File: src/rtl/pipe_stall_ctrl.sv
`default_nettype none
// ============================================================================
// Module   : pipe_stall_ctrl
// Brief    : Pipeline stall scheduler merging the ID load-use request with EX
//            divide sequencing; owns the iterative divider handshake.
//            Optional busy-timeout abort enabled by macro DIV_TIMEOUT_EN.
// Revision : 1.0 - initial release
// ============================================================================
module pipe_stall_ctrl #(
  parameter int DIV_CNT_W   = 6,
  parameter int DIV_TIMEOUT = 40
) (
  input  logic        clk,
  input  logic        rst,
  input  logic        stallreq_from_id,
  input  logic        flush,
  input  logic        ex_div_op,
  input  logic        ex_div_signed,
  input  logic [31:0] ex_div_src1,
  input  logic [31:0] ex_div_src2,
  output logic        div_start,
  output logic        div_annul,
  output logic        div_signed,
  output logic [31:0] div_opdata1,
  output logic [31:0] div_opdata2,
  input  logic        div_result_ready,
  input  logic [63:0] div_result,
  output logic [5:0]  stall,
  output logic [63:0] div_result_o,
  output logic        div_result_valid,
  output logic        div_ready_to_id
);

  typedef enum logic [1:0] {
    S_IDLE   = 2'd0,
    S_BYZERO = 2'd1,
    S_ON     = 2'd2,
    S_END    = 2'd3
  } state_t;

  // Counter stops at the timeout limit in every build so it can never wrap.
  localparam logic [DIV_CNT_W-1:0] c_CNT_LAST = DIV_CNT_W'(DIV_TIMEOUT - 1);

  state_t               r_state;
  state_t               w_state_nxt;
  logic [DIV_CNT_W-1:0] r_cnt;
  logic [DIV_CNT_W-1:0] w_cnt_nxt;
  logic                 w_start_nxt;
  logic                 w_annul_nxt;
  logic                 w_valid_nxt;
  logic                 w_ready_id_nxt;
  logic                 w_load_ops;
  logic [63:0]          w_res_nxt;
  logic                 w_stallreq_ex;

  always_comb begin
    w_state_nxt    = r_state;
    w_cnt_nxt      = r_cnt;
    w_start_nxt    = 1'b0;
    w_annul_nxt    = 1'b0;
    w_valid_nxt    = 1'b0;
    w_ready_id_nxt = 1'b0;
    w_load_ops     = 1'b0;
    w_res_nxt      = div_result_o;
    case (r_state)
      S_IDLE: begin
        w_cnt_nxt = '0;
        if (ex_div_op && !flush) begin
          if (ex_div_src2 == 32'd0) begin
            w_state_nxt = S_BYZERO;
          end else begin
            w_state_nxt = S_ON;
            w_start_nxt = 1'b1;
            w_load_ops  = 1'b1;
          end
        end
      end
      S_BYZERO: begin
        w_state_nxt    = S_END;
        w_res_nxt      = 64'd0;
        w_valid_nxt    = 1'b1;
        w_ready_id_nxt = 1'b1;
      end
      S_ON: begin
        w_start_nxt = 1'b1;
        if (r_cnt != c_CNT_LAST) w_cnt_nxt = r_cnt + 1'b1;
        // Flush outranks a same-cycle result: the instruction is gone.
        if (flush) begin
          w_state_nxt = S_IDLE;
          w_start_nxt = 1'b0;
          w_annul_nxt = 1'b1;
          w_cnt_nxt   = '0;
        end else if (div_result_ready) begin
          w_state_nxt    = S_END;
          w_start_nxt    = 1'b0;
          w_res_nxt      = div_result;
          w_valid_nxt    = 1'b1;
          w_ready_id_nxt = 1'b1;
        end
`ifdef DIV_TIMEOUT_EN
        else if (r_cnt == c_CNT_LAST) begin
          w_state_nxt    = S_END;
          w_start_nxt    = 1'b0;
          w_annul_nxt    = 1'b1;
          w_res_nxt      = 64'd0;
          w_valid_nxt    = 1'b1;
          w_ready_id_nxt = 1'b1;
        end
`else
        else begin
          w_state_nxt = S_ON;
        end
`endif
      end
      S_END: begin
        w_state_nxt = S_IDLE;
      end
      default: begin
        w_state_nxt = S_IDLE;
      end
    endcase
  end

  always_ff @(posedge clk or negedge rst) begin
    if (!rst) begin
      r_state          <= S_IDLE;
      r_cnt            <= '0;
      div_start        <= 1'b0;
      div_annul        <= 1'b0;
      div_signed       <= 1'b0;
      div_opdata1      <= 32'd0;
      div_opdata2      <= 32'd0;
      div_result_o     <= 64'd0;
      div_result_valid <= 1'b0;
      div_ready_to_id  <= 1'b0;
    end else begin
      r_state          <= w_state_nxt;
      r_cnt            <= w_cnt_nxt;
      div_start        <= w_start_nxt;
      div_annul        <= w_annul_nxt;
      div_result_o     <= w_res_nxt;
      div_result_valid <= w_valid_nxt;
      div_ready_to_id  <= w_ready_id_nxt;
      if (w_load_ops) begin
        div_signed  <= ex_div_signed;
        div_opdata1 <= ex_div_src1;
        div_opdata2 <= ex_div_src2;
      end
    end
  end

  // The EX request covers the detect cycle in IDLE so the divide is held
  // before the FSM has even left IDLE.
  assign w_stallreq_ex = (r_state == S_IDLE && ex_div_op && !flush) ||
                         (r_state == S_BYZERO) || (r_state == S_ON);

  always_comb begin
    stall = 6'b000000;
    if (!flush) begin
      if (w_stallreq_ex)         stall = 6'b001111;
      else if (stallreq_from_id) stall = 6'b000111;
    end
  end

endmodule
`default_nettype wire

File: config.mk
export PLATFORM = sky130hd
export DESIGN_NAME = pipe_stall_ctrl
export DESIGN_NICKNAME = d
export VERILOG_FILES = /design/src/rtl/pipe_stall_ctrl.sv
export SDC_FILE = /design/constraint.sdc
export NUM_CORES = 1
export LEC_CHECK = 0
export CAP_MARGIN = 30
export CORE_ASPECT_RATIO = 1.2
export CORE_MARGIN = 2
export CORE_UTILIZATION = 30
export DETAILED_ROUTE_END_ITERATION = 7
export GPL_TIMING_DRIVEN = 0
export SLEW_MARGIN = 10
export SYNTH_ARGS = -nofsm -noshare
export SYNTH_HDL_FRONTEND = slang
export SYNTH_SLANG_ARGS = --single-unit
File: constraint.sdc
create_clock -name clk -period 2.4 [get_ports clk]
set_clock_uncertainty 0.15 [all_clocks]
set_input_delay 0.48 -clock clk [delete_from_list [all_inputs] [get_ports clk]]
set_output_delay 0.48 -clock clk [all_outputs]
set_load 0.01 [all_outputs]
==> impl_results.md <==
* Outcome: completed
* ANT cells at 0
* Area post-placement at 8080 um^2
* Longest Clk Path Bufs at 2
* Max Fclk at 424 MHz
* Worst VDD drop at 0.500 mV
* Leakage at 3.86 nW
* DRC viols at 0
* Net total in the final layout at 769
* Num CTS Buffers at 17
* Post-synth top flop: dfrtp_1
* First-pass GRT wire length at 22800 um
* Critical path type: flip-flop to output pin
* Clock Latency Late Sink at 0.41 ns
* Rows at 52
* Sequential area share after synthesis at 66.2%
* Cell area after layout at 8920 um^2
* Total track usage at 16.6%
* Gr ovfl total at 0
* Crit path time final at 2.36 ns
* H-tree depth at 4
* Die Area at 18000 um^2
* EDFF count, synth at 0
* Min-delay src: div_opdata1[31]
* Root buffer cell: clkbuf_16
* Final ANT Viol Nets at 0
* GP Congestion at 0.747
* Hold Crit Class: flip-flop to flip-flop
* Power Density at 1290 nW/um^2
* TritonCTS clock tree: yes
* Clk pin slew, worst setup/hold paths at 0.06 ns
* Post-layout util at 53.3%
* Worst Tran Pin Value at 0.606 ns
* Pwr Total at 11.5 mW
* R2r worst-path depth at 7
* Setup violators final at 0
* Initial Util at 30.3%
* Area Growth Syn to Fin at 75.9%
* Hold Vio Cnt, Final at 0
* Number of DRC markers in iteration 0 at 125
* Most common cell in the netlist: dfrtp_1
* Worst-case hold path end point: div_opdata1[31]
* Vias in the first global route at 4226
* Synth Warn # at 0
* RR Endpoint: div_result_o[50]
* CP Capture Type: output pin
* Mapped Cells at 330
* Max Cap Violations at 0
* R2R Setup Slk at 0.17 ns
* CP Max Fanout at 4
* CP Launch Point: r_state[1]
* Final Cycle Share at 98.2%
* FFs w/ async S/R, synth at 100%
* Largest net degree at the start of global routing at 72
* Distinct cell type count after synthesis at 27
* Routed vias at 3894
* Core area at 16700 um^2
* Fillers at 1418
* FF-to-FF Start: r_state[0]
* Hold path depth at 1
* WL/cell at 17.0 um
* Cell area after synthesis at 5070 um^2
* Die Wd at 123 um
* Leading area contributor after synthesis: dfrtp_1
* Drt first pass iters at 4
* Commonest cells post-synth: 134 x dfrtp_1, 64 x a22o_1, 39 x mux2_1, 26 x mux2_2, 8 x nor4_1
* Antenna violations before repair at 0
* Vias per cell at 4.54
* Clock sinks at 134
* Final WL at 14600 um
* Input/output buffers at 271
* Crit path required time at 1.77 ns
* Worst Path Arrival at 1.73 ns
* RSZ-0062 raised after global routing: true
* # IOs at 274
* Slew Viols, Final at 0
* Top cell type's share of synthesized area at 66.2%
* Avg Cell Area, Syn at 15.4 um^2
* Relative slew slack at 59.6%
* Startpoint Class: flip-flop
* Layout cells sized above 1 at 16.2%
* Synth top area cells: dfrtp_1 66%, a22o_1 11%, mux2_1 8.7%
* Register bit count reported by yosys at 134
* DP HPWL at 10900 um
* Die Height at 146 um
==> metrics by stage <==
step	setup WS (ns)	cells	TNS, ns	hold slack (ns)
CTS	-0.0106	854	-0.0708	0.343
detailed placement	-0.530	819	-37.48	0.330
finish	0.0421	858	0	0.338
global placement	-4.62	818	-651.36	0.323
floorplan	0.365	331	0	0.0344
global route	-0.0463	858	-0.150	0.343
==> state kept, by name, indices dropped and copies added (netlist names) <==
signal / cells
div_result_o: 64
div_opdata1: 32
div_opdata2: 32
r_state: 2
div_annul: 1
div_ready_to_id: 1
div_signed: 1
div_start: 1
==> logic make-up after synthesis <==
logic type	after synthesis	synth area share (%)
buf+inv	32	3.73
other cells	1	0.0740
fa+ha+maj	4	0.987
flops	134	66.2
compound gates	74	12.4
simple gates	20	2.17
mux	65	14.4
==> where the power goes <==
| group | total (mW) | switching, mW | leakage, nW | internal, mW |
|---|---|---|---|---|
| registers | 3.86 | 0.557 | 1.68 | 3.30 |
| clock network | 2.87 | 0.976 | 0.315 | 1.89 |
| logic | 4.80 | 1.86 | 1.87 | 2.94 |
==> critical path: stages (launching register included) <==
cell and delay [ns]:
dfrtp_1 0.43, inv_2 0.11, ha_4 0.18, nor2_4 0.09
o21ai_4 0.07, a21o_1 0.19, buf_4 0.14, buf_6 0.11
==> layer usage <==
metal / track usage (%) / wire [um]
met1: 19.0 / 5750
met2: 28.5 / 7420
met3: 6.13 / 1180
met4: 5.29 / 267
met5: 0 / 0
==> cells in the final DEF (no fill, tap or decap), drive strengths merged <==
cell	instances
a21o	1
a21oi	1
a22o	64
and3b	1
buf	29
bufinv	5
clkbuf	28
clkdlybuf4s15	1
clkdlybuf4s50	265
clkinv	5
clkinvlp	2
conb	2
dfrtp	134
dlygate4sd2	1
dlygate4sd3	1
ha	4
inv	6
mux2	65
nand2	3
nand2b	1
nand3	1
nand4	2
nor2	3
nor3	1
nor4	8
o21a	1
o21ai	4
o21bai	1
o22a	1
o22ai	1
==> cell type report <==
cell class	count	area [um^2]	share of cell area, %
Sequential cell	134	3350	37.6
Clock buffer	19	453	5.08
Clock inverter	12	201	2.26
Buffer	26	174	1.95
Timing Repair Buffer	280	2800	31.4
Inverter	6	22.5	0.253
Tap cell	216	270	3.03
Multi-Input combinational cell	165	1640	18.4
==> timing repair <==
action                     CTS  global route
gates resized for setup     23            21
hold buffers                 1             0
setup endpoints to repair   18            64
pin swaps                    3             7
hold endpoints to repair    63             0
buffers inserted             3             4
==> worst max-delay path by stage <==
stage	endpoint	slack, ns	cells after the start
detailed placement	stall[2]	-0.53	7
global placement	div_result_o[29]	-4.62	1
finish	stall[2]	0.04	7
floorplan	stall[1]	0.36	6
CTS	div_opdata2[1]	-0.01	7
global route	stall[2]	-0.05	7
Note: power is estimated with default switching activity, not from simulation.
